File: config.mk
export PLATFORM = sky130hd
export DESIGN_NAME = light_conflict_monitor
export DESIGN_NICKNAME = d
export VERILOG_FILES = /design/src/rtl/traffic_pkg.sv /design/src/rtl/light_seq_checker.sv /design/src/rtl/light_conflict_monitor.sv
export SDC_FILE = /design/constraint.sdc
export NUM_CORES = 1
export LEC_CHECK = 0
export ABC_AREA = 1
export CORE_AREA = 2 2 147 149
export CTS_CLUSTER_DIAMETER = 200
export DETAILED_ROUTE_END_ITERATION = 8
export DIE_AREA = 0 0 149 151
export MAX_ROUTING_LAYER = met4
export PLACE_DENSITY = 0.78
export SLEW_MARGIN = 30
export SYNTH_ARGS = -nofsm -noshare
export SYNTH_HDL_FRONTEND = slang
export SYNTH_SLANG_ARGS = --single-unit
File: constraint.sdc
create_clock -name clk -period 2.9 [get_ports clk]
set_input_delay 0.58 -clock clk [delete_from_list [all_inputs] [get_ports clk]]
set_output_delay 0.58 -clock clk [all_outputs]
set_load 0.02 [all_outputs]
File: src/rtl/traffic_pkg.sv
// Shared colour encoding, fault codes and FSM states for the light conflict monitor.
// Light vectors are one-hot {green, yellow, red}.
package traffic_pkg;

  localparam int GREEN  = 2;
  localparam int YELLOW = 1;
  localparam int RED    = 0;

  localparam logic [2:0] RED_ONLY    = 3'b001;
  localparam logic [2:0] YELLOW_ONLY = 3'b010;
  localparam logic [2:0] GREEN_ONLY  = 3'b100;

  localparam logic [2:0] FC_NONE         = 3'd0;
  localparam logic [2:0] FC_ENCODING     = 3'd1;
  localparam logic [2:0] FC_CONFLICT     = 3'd2;
  localparam logic [2:0] FC_SEQUENCE     = 3'd3;
  localparam logic [2:0] FC_SHORT_YELLOW = 3'd4;
  localparam logic [2:0] FC_STUCK        = 3'd5;

  typedef enum logic [1:0] {
    ST_INIT    = 2'd0,
    ST_MONITOR = 2'd1,
    ST_FAULT   = 2'd2
  } state_t;

  function automatic logic is_one_hot(input logic [2:0] v);
    return (v == RED_ONLY) || (v == YELLOW_ONLY) || (v == GREEN_ONLY);
  endfunction

endpackage

File: src/rtl/light_seq_checker.sv
// Per-light checker: encoding, transition legality, yellow duration and stuck colour.
// Latency: error flags are combinational on the registered light; counters update on clk.
// Backpressure: none, evaluates every cycle.
module light_seq_checker
  import traffic_pkg::*;
#(
  parameter logic [31:0] STUCK_TICKS    = 32'd8,
  parameter logic [31:0] MIN_YELLOW_CYC = 32'd50000000
) (
  input  logic       clk,
  input  logic       rst_n,
  input  logic       tick,
  input  logic       init,
  input  logic [2:0] light_q,
  output logic       enc_err,
  output logic       seq_err,
  output logic       short_yel_err,
  output logic       stuck_err
);

  localparam logic [31:0] STUCK_SAT = STUCK_TICKS + 32'd1;

  logic [2:0]  prev_q;
  logic [31:0] stuck_cnt;
  logic [31:0] yel_cnt;
  logic        changed;
  logic        legal_step;

  assign changed    = (light_q != prev_q);
  assign legal_step = ((prev_q == RED_ONLY)    && (light_q == GREEN_ONLY))  ||
                      ((prev_q == GREEN_ONLY)  && (light_q == YELLOW_ONLY)) ||
                      ((prev_q == YELLOW_ONLY) && (light_q == RED_ONLY));

  assign enc_err       = !is_one_hot(light_q);
  assign seq_err       = changed && !legal_step;
  assign short_yel_err = (prev_q == YELLOW_ONLY) && (light_q == RED_ONLY) &&
                         (yel_cnt < MIN_YELLOW_CYC);
  assign stuck_err     = (stuck_cnt == STUCK_SAT);

  always_ff @(posedge clk or negedge rst_n) begin
    if (!rst_n) begin
      prev_q    <= RED_ONLY;
      stuck_cnt <= '0;
      yel_cnt   <= '0;
    end else begin
      prev_q <= light_q;

      // A colour change on a tick cycle restarts the count rather than bumping it.
      if (init || changed)
        stuck_cnt <= '0;
      else if (tick && (stuck_cnt != STUCK_SAT))
        stuck_cnt <= stuck_cnt + 32'd1;

      // The first yellow cycle counts as one, so a yellow held N cycles reads N at the red edge.
      if (init)
        yel_cnt <= '0;
      else if (light_q[YELLOW]) begin
        if (!prev_q[YELLOW])
          yel_cnt <= 32'd1;
        else if (yel_cnt != MIN_YELLOW_CYC)
          yel_cnt <= yel_cnt + 32'd1;
      end
    end
  end

endmodule

File: src/rtl/light_conflict_monitor.sv
// Safety gate between the light sequencer and the LED pins; latches a fault and flashes red.
// Latency: one cycle pass-through while monitoring; fault forcing one cycle after the bad sample.
// Backpressure: none, inputs are sampled every cycle.
module light_conflict_monitor
  import traffic_pkg::*;
#(
  parameter logic [31:0] TICK_MAX       = 32'd100000000,
  parameter logic [31:0] STUCK_TICKS    = 32'd8,
  parameter logic [31:0] MIN_YELLOW_CYC = 32'd50000000,
  parameter logic [31:0] FLASH_HALF     = 32'd50000000
) (
  input  logic       clk,
  input  logic       rst_n,
  input  logic [2:0] light1_in,
  input  logic [2:0] light2_in,
  input  logic       clear_fault,
  output logic [2:0] light1_out,
  output logic [2:0] light2_out,
  output logic       fault,
  output logic [2:0] fault_code,
  output logic       flash
);

  logic [2:0]  l1_q, l2_q;
  logic [31:0] tick_cnt;
  logic        tick;
  logic [31:0] flash_cnt;
  logic        flash_q;
  logic [2:0]  code_q;
  logic [2:0]  code_now;
  logic        in_init;
  state_t      state_q, state_d;

  logic enc1, seq1, short1, stuck1;
  logic enc2, seq2, short2, stuck2;

  assign tick    = (tick_cnt == TICK_MAX);
  assign in_init = (state_q == ST_INIT);

  always_ff @(posedge clk or negedge rst_n) begin
    if (!rst_n) begin
      l1_q     <= RED_ONLY;
      l2_q     <= RED_ONLY;
      tick_cnt <= '0;
    end else begin
      l1_q     <= light1_in;
      l2_q     <= light2_in;
      tick_cnt <= tick ? 32'd0 : tick_cnt + 32'd1;
    end
  end

  light_seq_checker #(
    .STUCK_TICKS   (STUCK_TICKS),
    .MIN_YELLOW_CYC(MIN_YELLOW_CYC)
  ) u_chk1 (
    .clk          (clk),
    .rst_n        (rst_n),
    .tick         (tick),
    .init         (in_init),
    .light_q      (l1_q),
    .enc_err      (enc1),
    .seq_err      (seq1),
    .short_yel_err(short1),
    .stuck_err    (stuck1)
  );

  light_seq_checker #(
    .STUCK_TICKS   (STUCK_TICKS),
    .MIN_YELLOW_CYC(MIN_YELLOW_CYC)
  ) u_chk2 (
    .clk          (clk),
    .rst_n        (rst_n),
    .tick         (tick),
    .init         (in_init),
    .light_q      (l2_q),
    .enc_err      (enc2),
    .seq_err      (seq2),
    .short_yel_err(short2),
    .stuck_err    (stuck2)
  );

  // Lowest code wins when several checks fire together.
  always_comb begin
    code_now = FC_NONE;
    if (enc1 || enc2)
      code_now = FC_ENCODING;
    else if (!l1_q[RED] && !l2_q[RED])
      code_now = FC_CONFLICT;
    else if (seq1 || seq2)
      code_now = FC_SEQUENCE;
    else if (short1 || short2)
      code_now = FC_SHORT_YELLOW;
    else if (stuck1 || stuck2)
      code_now = FC_STUCK;
  end

  always_ff @(posedge clk or negedge rst_n) begin
    if (!rst_n)
      state_q <= ST_INIT;
    else
      state_q <= state_d;
  end

  always_comb begin
    state_d    = state_q;
    light1_out = RED_ONLY;
    light2_out = RED_ONLY;
    fault      = 1'b0;
    case (state_q)
      ST_INIT: state_d = ST_MONITOR;
      ST_MONITOR: begin
        light1_out = l1_q;
        light2_out = l2_q;
        if (code_now != FC_NONE)
          state_d = ST_FAULT;
      end
      ST_FAULT: begin
        light1_out = {2'b00, flash_q};
        light2_out = {2'b00, flash_q};
        fault      = 1'b1;
        if (clear_fault)
          state_d = ST_INIT;
      end
      default: state_d = ST_INIT;
    endcase
  end

  // Only the first cause is kept; the code is wiped as the FSM heads back to INIT.
  always_ff @(posedge clk or negedge rst_n) begin
    if (!rst_n)
      code_q <= FC_NONE;
    else if ((state_q == ST_MONITOR) && (code_now != FC_NONE))
      code_q <= code_now;
    else if (state_d == ST_INIT)
      code_q <= FC_NONE;
  end

  always_ff @(posedge clk or negedge rst_n) begin
    if (!rst_n) begin
      flash_cnt <= '0;
      flash_q   <= 1'b0;
    end else if (state_d != ST_FAULT) begin
      flash_cnt <= '0;
      flash_q   <= 1'b0;
    end else if (state_q == ST_FAULT) begin
      if (flash_cnt == FLASH_HALF - 32'd1) begin
        flash_cnt <= '0;
        flash_q   <= ~flash_q;
      end else begin
        flash_cnt <= flash_cnt + 32'd1;
      end
    end
  end

  assign fault_code = code_q;
  assign flash      = flash_q;

endmodule

==> results of run 1 <==
cells by family after synthesis:
| group | after synthesis |
|---|---|
| flops | 210 |
| buf+inv | 286 |
| fa+ha+maj | 15 |
| compound gates | 214 |
| xor+xnor | 95 |
| simple gates | 972 |
flip-flops by register name, summed over array words and instances, names as in the netlist:
register	flops
tick_cnt	32
u_chk2.prev_q	3
l2_q	3
state_q	2
flash	1
u_chk1.yel_cnt	32
u_chk1.prev_q	3
u_chk2.yel_cnt	32
u_chk1.stuck_cnt	32
l1_q	3
flash_cnt	32
u_chk2.stuck_cnt	32
fault_code	3
cells in the final DEF, fill, tap and decap left out, types with 20 or more instances in the layout:
cell type	Yosys	layout
nor2_1	221	221
xnor2_1	23	23
a21oi_1	61	61
inv_1	229	229
buf_4	2	28
nor3_1	109	109
nand3_1	104	104
o21ai_2	20	20
xor2_1	72	72
dfrtp_1	206	206
nand4_1	78	78
nand2_1	340	340
o21ai_0	71	71
nor4_1	51	51
clkbuf_16	0	25
final timing paths:
| kind | to | depth (start not counted) | startpoint | slack [ps] |
|---|---|---|---|---|
| worst max-delay path | light2_out[1] | 5 | state_q[1] | 280 |
| worst min-delay path | u_chk1.yel_cnt[22] | 1 | rst_n | 50 |
| worst max register to register | flash_cnt[31] | 9 | state_q[0] | 320 |
| worst min register to register | u_chk2.prev_q[0] | 0 | l2_q[0] | 400 |
| max in group asynchronous | u_chk2.yel_cnt[15] | 2 | rst_n | 2020 |
| min in group clk | u_chk2.prev_q[0] | 0 | l2_q[0] | 400 |
through the flow:
stage	instance area, um^2	hold WS [ps]	total power, uW
after floorplan	13300	284	4180
after global placement	13800	387	4600
after detailed placement	13800	394	4630
after CTS	14600	73.7	7690
after global routing	14600	104	7980
final	14600	52.8	7640
layout make-up:
class / instances / area share [%]
multi-input combinational: 1296 / 47.0
sequential: 210 / 36.0
inverter: 246 / 6.31
clock buffer: 31 / 4.64
timing repair buffer: 48 / 2.94
tap: 275 / 2.35
clock inverter: 12 / 0.796
layer usage:
metal	global-route usage [%]	vias up
li1	-	6038
met1	39.3	5700
met2	51.2	423
met3	3.73	108
met4	12.7	0
met5	-	-
cells in the mapped netlist (all sizes together):
| cell | number | area, um^2 |
|---|---|---|
| a21boi | 2 | 15.0 |
| nor3b | 3 | 22.5 |
| xnor2 | 23 | 201 |
| o21a | 3 | 22.5 |
| o211ai | 6 | 45.0 |
| nand2 | 353 | 1380 |
| o32ai | 1 | 8.76 |
| o22ai | 11 | 68.8 |
| o31ai | 18 | 135 |
| nor3 | 117 | 632 |
| xor2 | 72 | 631 |
| nor2 | 234 | 935 |
| and3 | 3 | 18.8 |
| nand3 | 111 | 591 |
| clkinv | 2 | 7.51 |
| o21ai | 96 | 556 |
| ha | 15 | 188 |
| or2 | 1 | 6.26 |
| dfrtp | 206 | 5150 |
| clkbuf | 18 | 67.6 |
| dfstp | 4 | 105 |
| a211oi | 6 | 45.0 |
| nand4 | 78 | 488 |
| nor4 | 56 | 382 |
| inv | 244 | 916 |
| a2bb2oi | 1 | 8.76 |
| nand3b | 15 | 113 |
| a31oi | 8 | 50.1 |
| o41ai | 1 | 8.76 |
| nor4b | 1 | 8.76 |
| a21oi | 61 | 305 |
| buf | 22 | 158 |
power by group:
| group | leakage [uW] | switching [uW] | internal [uW] |
|---|---|---|---|
| clock | 0.000397 | 1220 | 1820 |
| sequential | 0.00288 | 68.8 | 3000 |
| combinational | 0.00256 | 1100 | 437 |
repair_timing:
action,4_1_cts,5_1_grt
cloned,0,0
gates resized for setup,2,2
setup buffers,0,0
setup endpoints to repair,3,2
==> out/summary.txt, run 1 <==
Detailed Route Iter0 Violations - 880
Top Ports - 20
Overflow after GRT - 0
Pre-CTS setup slack - 340 ps
Final setup TNS - 0 ps
CP startpoint kind - flip-flop
Inst Count DP - 2075
Number of port buffers - 19
Syn Area/Cell - 7.41 um^2
Slowest CP cell - clkdlybuf4s50_1
Met1 wire length - 14400 um
Sinks on Clock Net - 210
Hold crit path type - in2async
Largest family of logic cells by synthesized area - simple AND/OR/NAND/NOR gates
Post-synthesis adder-cell area fraction - 1.41%
Placement row count - 53
Initial antenna violation count - 0
Worst Path Required - 2320 ps
DR top layer - met4
Max-Cap Viols - 0
Netlist cell types - 48
Post-layout util - 70.2%
Final-report max-slew violation count - 0
TritonCTS Buffers - 24
Sequential share of the synthesized area - 39.6%
NumNets Final - 1850
PwrDens - 523 mW/mm^2
# diodes - 0
Crit Path Class - reg2out
Final period utilization - 90.4%
Synth Cell Area - 0.0133 mm^2
Post-Synth Simple-Gate Area - 34.5%
Buf+Inv Stages, Crit Path - 3
Status - completed
Hold Vio Cnt, Final - 0
Clk slew on worst S/H paths - 60 ps
Clock root cell - clkbuf_16
Max-Slew Margin vs Limit - 55.5%
Final ANT Viol Nets - 0
Max clock buf depth - 3
Fill cell count - 1730
H-Tree Depth - 1
Die height - 151 um
Setup Skew - 14.3 ps
Critical Path AT - 2040 ps
First-pass GRT wire length - 55900 um
VDD IR-drop max - 0.000406 V
CP peak stage delay - 590 ps
CP max FO - 10
Syn Nets - 1816
CP endpoint kind - output pin
Post-DP HPWL - 24900 um
Tmin final - 2620 ps
Synth Instances - 1792
Vias in the first global route - 12100
Mux cell area share after synthesis - 0%
Area of the multi-input gates - 0.00687 mm^2
CTS tree - built
Via Count - 12300
Layout cell share with drive strength beyond 1 - 8.52%
WL final - 33400 um
Critical-path cell list - inv_1 > ha_4 > nand2_1 > inv_1 > clkdlybuf4s50_1
RD Place Congestion - 0.964
Skew-Pair Late Insertion Delay - 530 ps
DRC Markers - 0
Most frequent cell on the critical path - inv_1
Final setup fails - 0
Setup slack after layout - 278 ps
Hold buffers post-CTS - 0
Met3 wire length - 1880 um
Synth Area in XOR/XNOR - 6.27%
Yosys warns - 0
Total track usage - 31.1%
Fmax - 381 MHz
Die width - 149 um
Die area - 0.0225 mm^2
Starting Density - 63.7%
Tightest Pin Transition - 668 ps
Compound-Gate Fraction of Synth Area - 9.56%
Pin count of the biggest net entering global routing - 82
RSZ-0062 raised after global routing - no
FF+latch area - 0.00526 mm^2
Count of state elements after synthesis - 210
Final Instance Count excl. Fillers - 2118
Pleak - 0.00583 uW
P&R area growth vs syn - 10.2%
Core box area - 0.0208 mm^2
Vias per inst - 5.79
Routed len/inst - 15.7 um
DR WL met2 - 15800 um
First-pass detailed-route iteration total - 6
Top delay family on crit path - buffers and inverters
No activity file was read; power rests on OpenSTA's default activity.
==> run 2: changes to the inputs <==
--- a/config.mk
+++ b/config.mk
@@ -8,6 +8,7 @@
 export ABC_AREA = 1
 export CORE_AREA = 2 2 147 149
 export CTS_CLUSTER_DIAMETER = 200
+export CTS_CLUSTER_SIZE = 16
 export DETAILED_ROUTE_END_ITERATION = 8
 export DIE_AREA = 0 0 149 151
 export MAX_ROUTING_LAYER = met4
==> run 2 against run 1 <==
Sequential power barely moved. Clock skew is 11 ps higher. Wire length down 0.65%. Core utilization fell by 1.6 points. Largest power group unchanged. Clock-buffer cell count is 9 lower. First-iteration DRC count shrank 12%. Highest routed layer unchanged. Combinational power about the same.
==> out/summary.txt, run 2 (synthesis gave the netlist of run 1 again) <==
Met1 wire length - 14300 um
Number of port buffers - 19
DRC Markers - 0
Total track usage - 30.9%
Met3 wire length - 1860 um
Fmax - 385 MHz
Final-report max-slew violation count - 0
Final instance area - 0.0143 mm^2
Initial antenna violation count - 0
Placement row count - 53
Overflow after GRT - 0
Via Count - 12300
P&R area growth vs syn - 7.77%
CP startpoint kind - flip-flop
Skew-Pair Late Insertion Delay - 510 ps
Critical Path AT - 2020 ps
WL final - 33100 um
Max-Slew Margin vs Limit - 54.7%
Final setup TNS - 0 ps
Post-layout util - 68.7%
Final period utilization - 89.5%
DR top layer - met4
Die area - 0.0225 mm^2
Crit Path Class - reg2out
Routed len/inst - 15.8 um
CP endpoint kind - output pin
Hold crit path type - in2async
Vias in the first global route - 11900
Hold Vio Cnt, Final - 0
PwrDens - 473 mW/mm^2
Sinks on Clock Net - 210
Placed instance area - 0.0138 mm^2
Core box area - 0.0208 mm^2
Tmin final - 2600 ps
Pin count of the biggest net entering global routing - 82
Layout cell share with drive strength beyond 1 - 7.46%
CP max FO - 10
Setup Skew - 25.8 ps
RSZ-0062 raised after global routing - no
FF+latch area - 0.00526 mm^2
Most common cell after layout, fill and taps aside - nand2_1
Post-DP HPWL - 24900 um
First-pass GRT wire length - 55500 um
CTS tree - built
Fill cell count - 1773
Final Instance Count excl. Fillers - 2099
Hold buffers post-CTS - 0
Die width - 149 um
Most frequent cell on the critical path - inv_1
Tightest Pin Transition - 679 ps
RD Place Congestion - 0.964
Pleak - 0.00566 uW
TritonCTS Buffers - 17
Final ANT Viol Nets - 0
VDD IR-drop max - 0.000457 V
Power Total - 6770 uW
Vias per inst - 5.84
Area of the multi-input gates - 0.00687 mm^2
Starting Density - 63.7%
First-pass detailed-route iteration total - 6
Detailed Route Iter0 Violations - 776
Die height - 151 um
Buf+Inv Stages, Crit Path - 3
Critical-path cell list - inv_1 > ha_4 > nand2_1 > inv_1 > clkdlybuf4s50_1
Status - completed
Cell depth of the worst setup path - 5
Worst Path Required - 2320 ps
H-Tree Depth - 1
Slowest CP cell - clkdlybuf4s50_1
CP peak stage delay - 590 ps
Clock root cell - clkbuf_16
NumNets Final - 1843
Max clock buf depth - 3
Inst Count DP - 2075
DR WL met2 - 15600 um
Top Ports - 20
Final setup fails - 0
Top delay family on crit path - buffers and inverters
Most frequent cells in the layout - nand2_1, inv_1, nor2_1
Clk slew on worst S/H paths - 80 ps
# diodes - 0
Reg2Reg Depth - 9
Max-Cap Viols - 0
run 2: cell types whose count changed in the layout (fill, tap and decap cells not counted), sizes merged:
cell      change
bufinv        -2
clkinv        -9
clkinvlp      -1
clkbuf        -9
inv           +2
run 2: final cells by class:
cell class | count | share of cell area [%]
Clock inverter | 2 | 0.175
Tap cell | 275 | 2.41
Multi-Input combinational cell | 1296 | 48.1
Timing Repair Buffer | 48 | 3.01
Sequential cell | 210 | 36.8
Inverter | 246 | 6.46
Clock buffer | 22 | 3.11
run 2: worst register-to-register path, stage by stage, from the launching register on:
cell	delay, ps
dfrtp_1	460
inv_1	110
ha_1	260
inv_1	390
nor2_1	140
nand2_1	100
nand3_2	150
nor2_8	310
nand2_4	290
o21ai_0	270
run 2: what timing repair did:
action                                  in CTS  in global routing
hold endpoints to repair                     0                  0
cloned                                       0                  0
endpoints found under the setup margin       2                  2
setup buffers                                0                  0
resized for setup                            2                  2
run 2: path summary, 6_finish.rpt:
check                           startpoint                 end  slack (ps)
worst min register to register     l2_q[0]    u_chk2.prev_q[0]         410
worst max-delay path            state_q[1]       light2_out[1]         300
max in group asynchronous            rst_n    u_chk2.prev_q[0]        2000
worst max register to register  state_q[0]       flash_cnt[31]         320
min in group clk                   l2_q[0]    u_chk2.prev_q[0]         410
worst min-delay path                 rst_n  u_chk1.yel_cnt[22]          50
run 2: per-layer routing:
layer  vias up  global-route usage [%]
li1       6021                       -
met1      5677                    39.1
met2       440                    50.4
met3       121                    3.25
met4         0                    14.0
met5         -                       -
run 2: power by group:
group          switching, uW  internal, uW  leakage (uW)  total [uW]
Clock                   1080          1090      0.000227        2170
Combinational           1100           438       0.00256        1540
Sequential              67.7          2990       0.00288        3060
Total                   2250          4520       0.00566        6770
run 2: stage by stage:
stage	hold WS (ps)	worst slack (ps)
after detailed placement	394	340
after floorplan	284	706
after global placement	387	383
after global routing	112	42.2
final	54.3	305
after CTS	84.2	54.0
